## src/rtl/nexys_starship_pkg.sv

```systemverilog
// rtl/nexys_starship_pkg.sv - shared state encoding, default constants and saturating helpers
package nexys_starship_pkg;

    typedef enum logic [1:0] {
        ST_IDLE   = 2'd0,
        ST_ACTIVE = 2'd1,
        ST_COOL   = 2'd2
    } state_t;

    localparam int DEF_BASE_LIFE   = 32;
    localparam int DEF_COOLDOWN    = 8;
    localparam int DEF_MAX_ESCAPES = 3;

    function automatic logic [7:0] sat_inc8(input logic [7:0] v);
        return (v == 8'hFF) ? v : v + 8'd1;
    endfunction

    function automatic logic [3:0] sat_inc4(input logic [3:0] v);
        return (v == 4'hF) ? v : v + 4'd1;
    endfunction

endpackage

```

## src/rtl/nexys_starship_spawn_ctrl_if.sv

```systemverilog
// rtl/nexys_starship_spawn_ctrl_if.sv - gameplay inputs and monster status outputs of one spawn direction
interface nexys_starship_spawn_ctrl_if;

    logic       play;
    logic       spawn_random;
    logic [3:0] life_hex;
    logic       tick;
    logic       shoot;
    logic       monster_on;
    logic       killed;
    logic       escaped;
    logic [7:0] kills;
    logic [3:0] escapes;
    logic       game_over;

    modport master (
        output play, spawn_random, life_hex, tick, shoot,
        input  monster_on, killed, escaped, kills, escapes, game_over
    );

    modport slave (
        input  play, spawn_random, life_hex, tick, shoot,
        output monster_on, killed, escaped, kills, escapes, game_over
    );

endinterface

```

## src/rtl/nexys_starship_tick_counter.sv

```systemverilog
// rtl/nexys_starship_tick_counter.sv - loadable 8-bit down-counter stepped by the tick strobe
module nexys_starship_tick_counter (
    input  logic       clk,
    input  logic       rst,
    input  logic       load,
    input  logic [7:0] load_val,
    input  logic       clear,
    input  logic       dec,
    output logic       zero_next
);

    logic [7:0] count_d;
    logic [7:0] count_q;

    always_comb begin
        count_d = count_q;
        if (clear) begin
            count_d = 8'd0;
        end else if (load) begin
            count_d = load_val;
        end else if (dec && (count_q != 8'd0)) begin
            count_d = count_q - 8'd1;
        end
    end

    always_ff @(posedge clk or posedge rst) begin
        if (rst) begin
            count_q <= 8'd0;
        end else begin
            count_q <= count_d;
        end
    end

    // Asserted while the next decrement will reach zero.
    assign zero_next = (count_q == 8'd1);

endmodule

```

## src/rtl/nexys_starship_spawn_ctrl.sv

```systemverilog
// rtl/nexys_starship_spawn_ctrl.sv - monster spawn / lifetime / cooldown FSM with kill and escape scoring
module nexys_starship_spawn_ctrl
    import nexys_starship_pkg::*;
#(
    parameter int BASE_LIFE   = DEF_BASE_LIFE,
    parameter int COOLDOWN    = DEF_COOLDOWN,
    parameter int MAX_ESCAPES = DEF_MAX_ESCAPES
) (
    input logic                          Clk,
    input logic                          Reset,
    nexys_starship_spawn_ctrl_if.slave   bus
);

    if ((BASE_LIFE < 0) || (BASE_LIFE + 15 > 255) || (COOLDOWN < 1) || (COOLDOWN > 255) ||
        (MAX_ESCAPES < 1) || (MAX_ESCAPES > 15)) begin : g_bad_params
        $error("nexys_starship_spawn_ctrl: parameter out of range");
    end

    localparam logic [7:0] BASE_LIFE8   = 8'(BASE_LIFE);
    localparam logic [7:0] COOLDOWN8    = 8'(COOLDOWN);
    localparam logic [3:0] MAX_ESCAPES4 = 4'(MAX_ESCAPES);

    state_t     state_d,      state_q;
    logic       monster_on_d, monster_on_q;
    logic       killed_d,     killed_q;
    logic       escaped_d,    escaped_q;
    logic [7:0] kills_d,      kills_q;
    logic [3:0] escapes_d,    escapes_q;
    logic       game_over_d,  game_over_q;

    logic life_load, life_clear, life_dec, life_zero_next;
    logic cool_load, cool_clear, cool_dec, cool_zero_next;

    nexys_starship_tick_counter u_life (
        .clk       (Clk),
        .rst       (Reset),
        .load      (life_load),
        .load_val  (BASE_LIFE8 + {4'd0, bus.life_hex}),
        .clear     (life_clear),
        .dec       (life_dec),
        .zero_next (life_zero_next)
    );

    nexys_starship_tick_counter u_cool (
        .clk       (Clk),
        .rst       (Reset),
        .load      (cool_load),
        .load_val  (COOLDOWN8),
        .clear     (cool_clear),
        .dec       (cool_dec),
        .zero_next (cool_zero_next)
    );

    always_comb begin
        state_d     = state_q;
        killed_d    = 1'b0;
        escaped_d   = 1'b0;
        kills_d     = kills_q;
        escapes_d   = escapes_q;
        game_over_d = game_over_q;
        life_load   = 1'b0;
        life_clear  = 1'b0;
        life_dec    = 1'b0;
        cool_load   = 1'b0;
        cool_clear  = 1'b0;
        cool_dec    = 1'b0;

        // A finished game or a paused player parks the FSM; scores stay put.
        if (game_over_q || !bus.play) begin
            state_d    = ST_IDLE;
            life_clear = 1'b1;
            cool_clear = 1'b1;
        end else begin
            case (state_q)
                ST_IDLE: begin
                    if (bus.spawn_random) begin
                        state_d   = ST_ACTIVE;
                        life_load = 1'b1;
                    end
                end
                ST_ACTIVE: begin
                    // Shooting wins over an expiring tick on the same cycle.
                    if (bus.shoot) begin
                        state_d    = ST_COOL;
                        killed_d   = 1'b1;
                        kills_d    = sat_inc8(kills_q);
                        life_clear = 1'b1;
                        cool_load  = 1'b1;
                    end else if (bus.tick) begin
                        life_dec = 1'b1;
                        if (life_zero_next) begin
                            state_d   = ST_COOL;
                            escaped_d = 1'b1;
                            escapes_d = sat_inc4(escapes_q);
                            cool_load = 1'b1;
                            if (sat_inc4(escapes_q) >= MAX_ESCAPES4) begin
                                game_over_d = 1'b1;
                            end
                        end
                    end
                end
                ST_COOL: begin
                    if (bus.tick) begin
                        cool_dec = 1'b1;
                        if (cool_zero_next) begin
                            state_d = ST_IDLE;
                        end
                    end
                end
                default: begin
                    state_d    = ST_IDLE;
                    life_clear = 1'b1;
                    cool_clear = 1'b1;
                end
            endcase
        end

        monster_on_d = (state_d == ST_ACTIVE);
    end

    always_ff @(posedge Clk or posedge Reset) begin
        if (Reset) begin
            state_q      <= ST_IDLE;
            monster_on_q <= 1'b0;
            killed_q     <= 1'b0;
            escaped_q    <= 1'b0;
            kills_q      <= 8'd0;
            escapes_q    <= 4'd0;
            game_over_q  <= 1'b0;
        end else begin
            state_q      <= state_d;
            monster_on_q <= monster_on_d;
            killed_q     <= killed_d;
            escaped_q    <= escaped_d;
            kills_q      <= kills_d;
            escapes_q    <= escapes_d;
            game_over_q  <= game_over_d;
        end
    end

    assign bus.monster_on = monster_on_q;
    assign bus.killed     = killed_q;
    assign bus.escaped    = escaped_q;
    assign bus.kills      = kills_q;
    assign bus.escapes    = escapes_q;
    assign bus.game_over  = game_over_q;

endmodule

```

## src/flat_wrapper.sv

```systemverilog
// flat-port wrapper written by rule: the top's interface ports become plain ports
module nexys_starship_spawn_ctrl_flat import nexys_starship_pkg::*;
#(
    parameter int BASE_LIFE   = DEF_BASE_LIFE,
    parameter int COOLDOWN    = DEF_COOLDOWN,
    parameter int MAX_ESCAPES = DEF_MAX_ESCAPES
)
  (Clk, Reset, bus_play, bus_spawn_random, bus_life_hex, bus_tick, bus_shoot, bus_monster_on, bus_killed, bus_escaped, bus_kills, bus_escapes, bus_game_over);
  nexys_starship_spawn_ctrl_if bus_i ();
  input logic Clk;
  input logic Reset;
  input wire logic [$bits(bus_i.play)-1:0] bus_play;
  input wire logic [$bits(bus_i.spawn_random)-1:0] bus_spawn_random;
  input wire logic [$bits(bus_i.life_hex)-1:0] bus_life_hex;
  input wire logic [$bits(bus_i.tick)-1:0] bus_tick;
  input wire logic [$bits(bus_i.shoot)-1:0] bus_shoot;
  output wire logic [$bits(bus_i.monster_on)-1:0] bus_monster_on;
  output wire logic [$bits(bus_i.killed)-1:0] bus_killed;
  output wire logic [$bits(bus_i.escaped)-1:0] bus_escaped;
  output wire logic [$bits(bus_i.kills)-1:0] bus_kills;
  output wire logic [$bits(bus_i.escapes)-1:0] bus_escapes;
  output wire logic [$bits(bus_i.game_over)-1:0] bus_game_over;
  assign bus_i.play = bus_play;
  assign bus_i.spawn_random = bus_spawn_random;
  assign bus_i.life_hex = bus_life_hex;
  assign bus_i.tick = bus_tick;
  assign bus_i.shoot = bus_shoot;
  assign bus_monster_on = bus_i.monster_on;
  assign bus_killed = bus_i.killed;
  assign bus_escaped = bus_i.escaped;
  assign bus_kills = bus_i.kills;
  assign bus_escapes = bus_i.escapes;
  assign bus_game_over = bus_i.game_over;
  nexys_starship_spawn_ctrl #(.BASE_LIFE(BASE_LIFE), .COOLDOWN(COOLDOWN), .MAX_ESCAPES(MAX_ESCAPES)) u_core (.Clk(Clk), .Reset(Reset), .bus(bus_i));
endmodule
```

## config.mk

```make
export PLATFORM = sky130hd
export DESIGN_NAME = nexys_starship_spawn_ctrl_flat
export DESIGN_NICKNAME = d
export VERILOG_FILES = /design/src/rtl/nexys_starship_pkg.sv /design/src/rtl/nexys_starship_spawn_ctrl_if.sv /design/src/rtl/nexys_starship_tick_counter.sv /design/src/rtl/nexys_starship_spawn_ctrl.sv /design/src/flat_wrapper.sv
export SDC_FILE = /design/constraint.sdc
export NUM_CORES = 1
export LEC_CHECK = 0
export CAP_MARGIN = 20
export CORE_ASPECT_RATIO = 0.5
export CORE_UTILIZATION = 54
export CTS_BUF_LIST = sky130_fd_sc_hd__clkbuf_8
export CTS_CLUSTER_DIAMETER = 60
export DETAILED_ROUTE_END_ITERATION = 10
export GPL_TIMING_DRIVEN = 0
export PLACE_DENSITY = 0.86
export SKIP_CTS_REPAIR_TIMING = 1
export SKIP_LAST_GASP = 1
export SYNTH_ARGS = -nofsm -noshare
export SYNTH_HDL_FRONTEND = slang
export SYNTH_HIERARCHICAL = 1
export SYNTH_SLANG_ARGS = --single-unit
```

## constraint.sdc

```tcl
create_clock -name Clk -period 3.1 [get_ports Clk]
set_clock_uncertainty 0.2 [all_clocks]
set_input_delay 0.465 -clock Clk [delete_from_list [all_inputs] [get_ports Clk]]
set_output_delay 0.465 -clock Clk [all_outputs]
set_load 0.005 [all_outputs]
```

==> results of run 1 <==
-- cell usage in the layout (no fill, tap or decap), types with 5 or more instances in the layout --
cell type and count:
clkbuf_8 6, ha_1 8, nor2_1 27, inv_1 13, nor3_1 5, conb_1 12, a211oi_1 14, nand2_1 10
xnor2_1 10, a21oi_1 9, clkdlybuf4s50_1 25, dfrtp_1 34, nand2b_1 5
-- critical path: stages --
cell and delay [ns]:
clkdlybuf4s50_1 0.55, nand2b_1 0.19, nor3_1 0.34, nor3b_1 0.53
nand3b_1 0.18, or3_1 0.34, a311oi_1 0.31
-- state kept, by name, summed over array words and instances (netlist names) --
name                   count
u_core/bus.killed          1
u_core/u_life/count_q      8
u_core/bus.monster_on      1
u_core/bus.escapes         4
u_core/bus.game_over       1
u_core/state_q             2
u_core/bus.escaped         1
u_core/u_cool/count_q      8
u_core/bus.kills           8
-- cell type report --
class	instances	share of cell area (%)
plain buffers	6	1.23
clock buffers	6	3.25
clock inverters	2	0.492
inverters	13	1.92
multi-input cells	169	47.3
flip-flops and latches	34	33.4
well taps	51	2.51
repair buffers	25	9.84
-- routing by layer --
metal	wire length (µm)	vias to the layer above	global-route usage, %	part of all wire (%)
met1	2010	822	27.5	45
met5	0	-	0	0
met3	230	14	5.50	5.1
met4	104	0	11.3	2.3
met2	2140	46	43.1	48
li1	-	834	-	-
-- cell families (layout without fill, tap and decap cells) --
kind of cell / count (synthesis) / in the layout / share of synthesized area (%)
multiplexers: 7 / 7 / 3.71
flip-flops: 34 / 34 / 40.7
other: 2 / 12 / 0.359
adder cells (fa/ha/maj): 8 / 8 / 4.79
AO/OA/AOI/OAI: 43 / 43 / 15.2
buffers and inverters: 19 / 52 / 3.83
AND/OR/NAND/NOR: 87 / 87 / 26.4
XOR/XNOR: 12 / 12 / 5.03
-- through the flow --
step	hold slack, ns	worst slack, ns	instance area, µm²	power [mW]	TNS, ns
floorplan	0.0807	0.645	2130	0.703	0
global placement	0.308	0.0607	2440	0.803	0
detailed placement	0.326	-0.0469	2440	0.816	-0.0530
CTS	0.288	0.151	2540	1.17	0
global route	0.327	0.0286	2540	1.21	0
finish	0.286	0.184	2540	1.16	0
-- how the worst max path moves through the flow --
stage,endpoint,from
detailed placement,u_core/u_cool/count_q[7]$_DFFE_PP0P_,bus_play
global route,u_core/u_cool/count_q[7]$_DFFE_PP0P_,bus_play
global placement,u_core/u_life/count_q[7]$_DFFE_PP0P_,bus_play
finish,u_core/u_cool/count_q[7]$_DFFE_PP0P_,bus_play
CTS,u_core/u_cool/count_q[2]$_DFFE_PP0P_,u_core/u_life/count_q[4]$_DFFE_PP0P_
floorplan,u_core/u_cool/count_q[6]$_DFFE_PP0P_,u_core/u_life/count_q[4]$_DFFE_PP0P_
-- report_power, final --
group | switching, mW | internal, mW | leakage, nW
registers | 0.0591 | 0.485 | 0.457
logic | 0.128 | 0.143 | 0.557
clock network | 0.166 | 0.178 | 0.0472
==> results.cfg, run 1 <==
[run_status]
outcome = finished, final reports clean

[timing]
worstMarginPinSlew_ns = 0.663
rsz0062_at_grt = no
setup_viol = 0
fin_crit_ns = 2.92
slew_violations = 0
fmax_ghz = 0.343
fin_crit_sh_pct = 94.1
final_hold_viol_count = 0
maxSlewHeadroom_pct = 55.7

[clock_network]
insertion_delay_ns = 0.29
htreeDepth = 2
root_buffer = clkbuf_8
clkSlewWorstSetupHoldPaths_ns = 0.07
cts_sinks = 34
clockBufferDepth = 2
numCtsBuffers = 5
cts_tree = built

[global_route]
antenna_found_initial = 0
grt_overflow = 0
grt_pass1_wl_um = 7330
grt_max_degree = 19
grt_pass1_vias = 1620
grt_use_total_pct = 23.5

[logic_synthesis]
seq_area_frac_synth_pct = 40.7
ys_ff_latch = 34
synth_cells = 212
synth_top_area_share_pct = 40.7
synth_edf_count = 0
yosysTopAreaCell = dfrtp_1
synthArstFlopShare_pct = 100
yosysMostFrequentCell = dfrtp_1
synth_cell_types = 47
synth_area_um2 = 2090
yosys-top-cells-count = 34 x dfrtp_1, 27 x nor2_1, 14 x a211oi_1, 13 x inv_1
ys_warn_count = 6
ys.flop_type = dfrtp_1
syn_area_per_cell_um2 = 9.86
ys_top_cells_by_area = dfrtp_1 41%, a211oi_1 5.0%, nor2_1 4.8%

[worst_setup_path]
r2r_slack_ns = 0.26
critical_path_class = in2reg
ff2ff_path_depth = 7
r2r_start = u_core/u_life/count_q[4]$_DFFE_PP0P_
r2r_end = u_core/u_cool/count_q[7]$_DFFE_PP0P_
endpoint_kind = flip-flop
crit_required_ns = 3.08
cp_data_arrival_time_ns = 2.90
critPathLaunchType = primary input
cp_max_fo = 7

[floorplan]
coreArea_um2 = 3570
boundaryPins = 26
die_area_um2 = 4140
die_h_um = 46
die_w_um = 90.0
row_count = 15
start_util_pct = 58.6

[place]
dp_hpwl_um = 3190
port_buffers = 25
dpl.cell_count = 298
place_congestion = 0.836

[cells_and_area]
seqCellArea_um2 = 851
drive_gt1_share_pct = 13.7
fin_cells = 306
multi_input_area_um2 = 1200
antenna_cells = 0
num-fill-cells = 272
fin_nets = 272
fin_util_pct = 71.3
syn_to_final_growth_pct = 21.7

[routing]
drt_drc_violations_left = 0
drtIter0Drc = 84
drtAntennaViolNets = 0
first_pass_iters = 4
vias_per_cell = 5.61
wirelength_um = 4480
drt-wirelength-per-cell_um = 14.6
vias = 1716

[worst_hold_path]
hold_path.class = in2async

[pwr]
power_density_nw_per_um2 = 456
max-vdd-ir-drop_mv = 0.451
leakagePower_nw = 1.06

[job]
maxCapViolations = 0
No activity file was read; power rests on OpenSTA's default activity.
==> run 2, diff against run 1 <==
--- a/config.mk
+++ b/config.mk
@@ -11,7 +11,7 @@
 export CTS_BUF_LIST = sky130_fd_sc_hd__clkbuf_8
 export CTS_CLUSTER_DIAMETER = 60
 export DETAILED_ROUTE_END_ITERATION = 10
-export GPL_TIMING_DRIVEN = 0
+export MAX_ROUTING_LAYER = met4
 export PLACE_DENSITY = 0.86
 export SKIP_CTS_REPAIR_TIMING = 1
 export SKIP_LAST_GASP = 1
==> run 2 against run 1 <==
Against the previous run: total power rose by 13%; largest cell class unchanged; die area stayed put; via count fell by 1.5%; setup slack improved by 0.028 ns; fmax grew 0.96%; first-iteration DRC count up 11%; sequential cell count unchanged.
==> results.cfg, run 2 (synthesis results as in run 1) <==
[run_status]
outcome = finished, final reports clean

[cells_and_area]
layout_commonest_cell = dfrtp_1
fin_util_pct = 72.0
final_cell_mix = 34 x dfrtp_1, 27 x nor2_1, 25 x clkdlybuf4s50_1
fin_nets = 268
syn_to_final_growth_pct = 22.9
antenna_cells = 0
final_area_um2 = 2570
drive_gt1_share_pct = 13.5

[pwr]
power.share.clock_pct = 38.6
max-vdd-ir-drop_mv = 0.341
p_seq_share_pct = 41.7
leakagePower_nw = 1.08
intPower_mw = 0.968
power_switching_mw = 0.343
power_density_nw_per_um2 = 510
switching_share_pct = 26.2
p_comb_share_pct = 19.7

[timing]
final_hold_viol_count = 0
fmax_ghz = 0.346
fin_crit_sh_pct = 93.2
fin_crit_ns = 2.89
setup_viol = 0
rsz0062_at_grt = no
setup_tns_ns = 0
slew_violations = 0
worstMarginPinSlew_ns = 0.654
maxSlewHeadroom_pct = 56.4

[worst_setup_path]
endpoint_kind = flip-flop
path_common_cell = nor2_1
cp_data_arrival_time_ns = 2.83
slowest_stage = or4_4
critical_path_class = reg2reg
crit_path_max_incr_delay_ns = 0.57
cp_max_fo = 15
worstPathCellList = or4_4 -> nor4b_1 -> a21oi_1 -> nor2_1 -> inv_1 -> nor2_1 -> a211oi_2
crit_required_ns = 3.04
critPathLaunchType = flip-flop

[clock_network]
root_buffer = clkbuf_8
numCtsBuffers = 5
clkSlewWorstSetupHoldPaths_ns = 0.07
htreeDepth = 2
clockBufferDepth = 2
cts_tree = built
cts_sinks = 34
insertion_delay_ns = 0.28

[place]
port_buffers = 25
dp_hpwl_um = 3100
placed_cell_area_um2 = 2430
place_congestion = 0.828

[global_route]
grt_pass1_wl_um = 6950
grt_use_total_pct = 23.1
grt_max_degree = 19
grt_pass1_vias = 1496
antenna_found_initial = 0
grt_overflow = 0

[worst_hold_path]
hold_path.class = in2async

[routing]
drtIter0Drc = 93
drt_drc_violations_left = 0
vias_per_cell = 5.60
drt-wirelength-per-cell_um = 14.1
wirelength_um = 4260
first_pass_iters = 4
drtAntennaViolNets = 0
vias = 1690

[floorplan]
die_area_um2 = 4140
boundaryPins = 26
die_w_um = 90.0
start_util_pct = 58.6
coreArea_um2 = 3570
die_h_um = 46
row_count = 15

[job]
maxCapViolations = 0
run 2: cell count changes in the layout (fill, tap and decap cells not counted), sizes merged:
cell,before,now
buf,3,2
bufinv,0,2
clkbuf,9,6
clkinv,1,0
clkinvlp,1,0
run 2: power by group through the flow:
| stage | registers [mW] | logic, mW | clock network (mW) |
|---|---|---|---|
| 2_1_floorplan | 0.541 | 0.162 | 0 |
| 3_3_place_gp | 0.551 | 0.248 | 0 |
| 3_5_place_dp | 0.553 | 0.257 | 0 |
| 4_1_cts | 0.546 | 0.259 | 0.518 |
| 5_1_grt | 0.554 | 0.287 | 0.538 |
| 6_report | 0.547 | 0.258 | 0.505 |
run 2: path summary, 6_finish.rpt:
path / from / endpoint / slack (ns) / depth (start not counted)
worst max-delay path: u_core/u_life/count_q[4]$_DFFE_PP0P_ / u_core/u_cool/count_q[6]$_DFFE_PP0P_ / 0.21 / 7
worst min-delay path: Reset / u_core/u_life/count_q[4]$_DFFE_PP0P_ / 0.31 / 2
worst max register to register: u_core/u_life/count_q[4]$_DFFE_PP0P_ / u_core/u_cool/count_q[6]$_DFFE_PP0P_ / 0.21 / 7
worst min register to register: u_core/bus.kills[5]$_DFFE_PP0P_ / u_core/bus.kills[5]$_DFFE_PP0P_ / 0.35 / 1
max in group asynchronous: Reset / u_core/bus.escapes[0]$_DFFE_PP0P_ / 1.84 / 2
min in group Clk: u_core/bus.kills[5]$_DFFE_PP0P_ / u_core/bus.kills[5]$_DFFE_PP0P_ / 0.35 / 1
run 2: layout make-up:
cell class / count / area, µm²
multi-input cells: 169 / 1200
fillers: 272 / 997
flip-flops and latches: 34 / 851
repair buffers: 27 / 265
clock buffers: 6 / 82.6
well taps: 51 / 63.8
clock inverters: 2 / 60.1
inverters: 13 / 48.8
run 2: per-stage QoR:
step / power (mW) / cells / hold slack, ns / setup WS [ns]
floorplan: 0.703 / 222 / 0.0807 / 0.645
global placement: 0.799 / 294 / 0.309 / 0.358
detailed placement: 0.810 / 294 / 0.334 / 0.256
CTS: 1.32 / 302 / 0.309 / 0.257
global route: 1.38 / 302 / 0.328 / 0.0661
finish: 1.31 / 302 / 0.307 / 0.212
run 2: worst max-delay path: cells and delay by family (launching register included):
| kind | cells | cell delay, ns |
|---|---|---|
| flip-flops | 1 | 0.44 |
| AO/OA/AOI/OAI | 2 | 0.27 |
| buffers and inverters | 1 | 0.27 |
| AND/OR/NAND/NOR | 4 | 1.56 |
run 2: layer usage:
metal  global-route usage [%]  up-vias  part of all wire (%)
met5                        -        -                     0
met4                     4.52        0                  0.68
met3                     7.33        6                   7.3
met2                     38.3       50                    46
met1                     28.7      807                    46
li1                         -      827                     -
==> run 3, diff against run 2 <==
--- a/config.mk
+++ b/config.mk
@@ -12,10 +12,10 @@
 export CTS_CLUSTER_DIAMETER = 60
 export DETAILED_ROUTE_END_ITERATION = 10
 export MAX_ROUTING_LAYER = met4
-export PLACE_DENSITY = 0.86
+export PLACE_DENSITY = 0.87
+export RECOVER_POWER = 25
 export SKIP_CTS_REPAIR_TIMING = 1
 export SKIP_LAST_GASP = 1
 export SYNTH_ARGS = -nofsm -noshare
 export SYNTH_HDL_FRONTEND = slang
-export SYNTH_HIERARCHICAL = 1
 export SYNTH_SLANG_ARGS = --single-unit
==> run 3 against run 2 <==
Against the previous run: total power up 0.74%; cell count is 11% lower; largest power group unchanged; critical path depth shrank 2; clock power down 22%; sequential share of layout area grew 3.8 points; first-iteration DRC count is 24% higher; non-clock buffer count stayed put; critical endpoint is now u_core.u_cool.count_q[5]$_DFFE_PP0P_; combinational power increased by 38%; sequential cell count stayed put; fmax rose by 24%; worst hold slack better by 0.011 ns; routed wire length fell by 0.52%.
==> results.cfg, run 3 <==
[cells_and_area]
fin_util_pct = 72.7
fin_nets = 237
syn_to_final_growth_pct = 21.9
layout_commonest_cell = dfrtp_1
drive_gt1_share_pct = 8.64
final_cell_mix = 34 x dfrtp_1, 27 x nor2_1, 24 x clkdlybuf4s50_1
num-fill-cells = 232
antenna_cells = 0
final_area_um2 = 2300

[routing]
wl_met1_um = 1890
drtIter0Drc = 115
routed.top_layer = met4
dr_wl_met3_um = 302
first_pass_iters = 4
vias_per_cell = 5.76
wirelength_um = 4240
drt_drc_violations_left = 0
drtAntennaViolNets = 0
wl_met2_um = 1990
drt-wirelength-per-cell_um = 15.8
vias = 1545

[timing]
rsz0062_at_grt = no
fin_crit_ns = 2.32
setup_viol = 0
maxSlewHeadroom_pct = 44.7
worstMarginPinSlew_ns = 0.828
setup_tns_ns = 0
fmax_ghz = 0.431
fin_crit_sh_pct = 74.9
slew_violations = 0
final_hold_viol_count = 0
holdWs_ns = 0.318
layout_setup_ws_ns = 0.778

[pwr]
max-vdd-ir-drop_mv = 0.403
leakagePower_nw = 1.03
power_density_nw_per_um2 = 573

[job]
maxCapViolations = 0

[logic_synthesis]
synth_top_area_share_pct = 45.0
synthArstFlopShare_pct = 100
ys_top_cells_by_area = dfrtp_1 45%, xnor2_1 5.6%, nor2_1 5.4%
syn_area_per_cell_um2 = 10.0
seq_area_frac_synth_pct = 45.0
yosysMostFrequentCell = dfrtp_1
synthesis.nets = 207
synth_edf_count = 0
yosysTopAreaCell = dfrtp_1
yosys-top-cells-count = 34 x dfrtp_1, 27 x nor2_1, 12 x xnor2_1, 11 x inv_1
ys_ff_latch = 34
synth_cells = 189
synth_area_um2 = 1890
ys.flop_type = dfrtp_1
synth_cell_types = 49
ys_warn_count = 0

[place]
place_congestion = 0.930
port_buffers = 25
placed_cell_area_um2 = 2200
pre_cts_ws_ns = 0.539
dp_hpwl_um = 3030

[worst_hold_path]
hold_path.class = reg2reg

[floorplan]
coreArea_um2 = 3170
die_w_um = 85.7
die_area_um2 = 3750
boundaryPins = 26
row_count = 14
start_util_pct = 59.6
die_h_um = 43.8

[clock_network]
cts_sinks = 34
numCtsBuffers = 5
cts_tree = built
clockBufferDepth = 2
insertion_delay_ns = 0.29
root_buffer = clkbuf_8
clkSlewWorstSetupHoldPaths_ns = 0.07
htreeDepth = 2

[worst_setup_path]
crit_path_max_incr_delay_ns = 0.60
cp_data_arrival_time_ns = 2.26
crit_required_ns = 3.04
worstPathCellList = or4_4 -> nor4b_4 -> and4bb_1 -> xnor2_1 -> nor2_1
cp_max_fo = 6
endpoint_kind = flip-flop
slowest_stage = or4_4
worst-path-buf-inv = 0
cp_top_family = simple AND/OR/NAND/NOR gates
critPathLaunchType = flip-flop
critical_path_class = reg2reg

[global_route]
grt_pass1_wl_um = 6960
grt_max_degree = 23
grt_pass1_vias = 1465
grt_overflow = 0
grt_use_total_pct = 26.3
antenna_found_initial = 0

[run_status]
outcome = finished, final reports clean
[run 3: cell families after synthesis]
logic type,synth area share (%)
buf+inv,3.11
xor+xnor,7.88
fa+ha+maj,5.30
mux,3.38
flops,45.0
simple gates,24.8
compound gates,10.5
[run 3: worst paths after layout]
check	startpoint	cells after the start	slack [ns]	to
setup reg to reg	u_core.u_cool.count_q[2]$_DFFE_PP0P_	5	0.78	u_core.u_cool.count_q[5]$_DFFE_PP0P_
setup / recovery	u_core.u_cool.count_q[2]$_DFFE_PP0P_	5	0.78	u_core.u_cool.count_q[5]$_DFFE_PP0P_
max in group asynchronous	Reset	3	1.50	u_core.u_cool.count_q[4]$_DFFE_PP0P_
hold reg to reg	u_core.bus.kills[7]$_DFFE_PP0P_	1	0.32	u_core.bus.kills[7]$_DFFE_PP0P_
min in group asynchronous	Reset	2	0.58	u_core.u_life.count_q[2]$_DFFE_PP0P_
hold / removal	u_core.bus.kills[7]$_DFFE_PP0P_	1	0.32	u_core.bus.kills[7]$_DFFE_PP0P_
[run 3: routing by layer]
| metal | GRT usage (%) | up-vias |
|---|---|---|
| li1 | - | 729 |
| met1 | 32.8 | 737 |
| met2 | 41.6 | 71 |
| met3 | 6.29 | 8 |
| met4 | 11.7 | 0 |
| met5 | - | - |
[run 3: area by class of cell]
class                   instances  area [µm²]  area share [%]
well taps                      48        60.1            2.61
repair buffers                 27         265            11.5
clock buffers                   5        68.8            2.99
multi-input cells             140         980            42.5
flip-flops and latches         34         851            36.9
inverters                      11        41.3            1.79
clock inverters                 3        37.5            1.63
[run 3: where the power goes]
| group | internal (mW) | total, mW | switching (mW) |
|---|---|---|---|
| clock | 0.234 | 0.392 | 0.158 |
| sequential | 0.497 | 0.574 | 0.0764 |
| combinational | 0.178 | 0.355 | 0.176 |
| total | 0.909 | 1.32 | 0.411 |
[run 3: through the flow]
stage                     total power, mW  instances
after floorplan                     0.788        189
after global placement              0.910        260
after detailed placement            0.928        260
after CTS                            1.33        268
after global routing                 1.39        268
final                                1.32        268
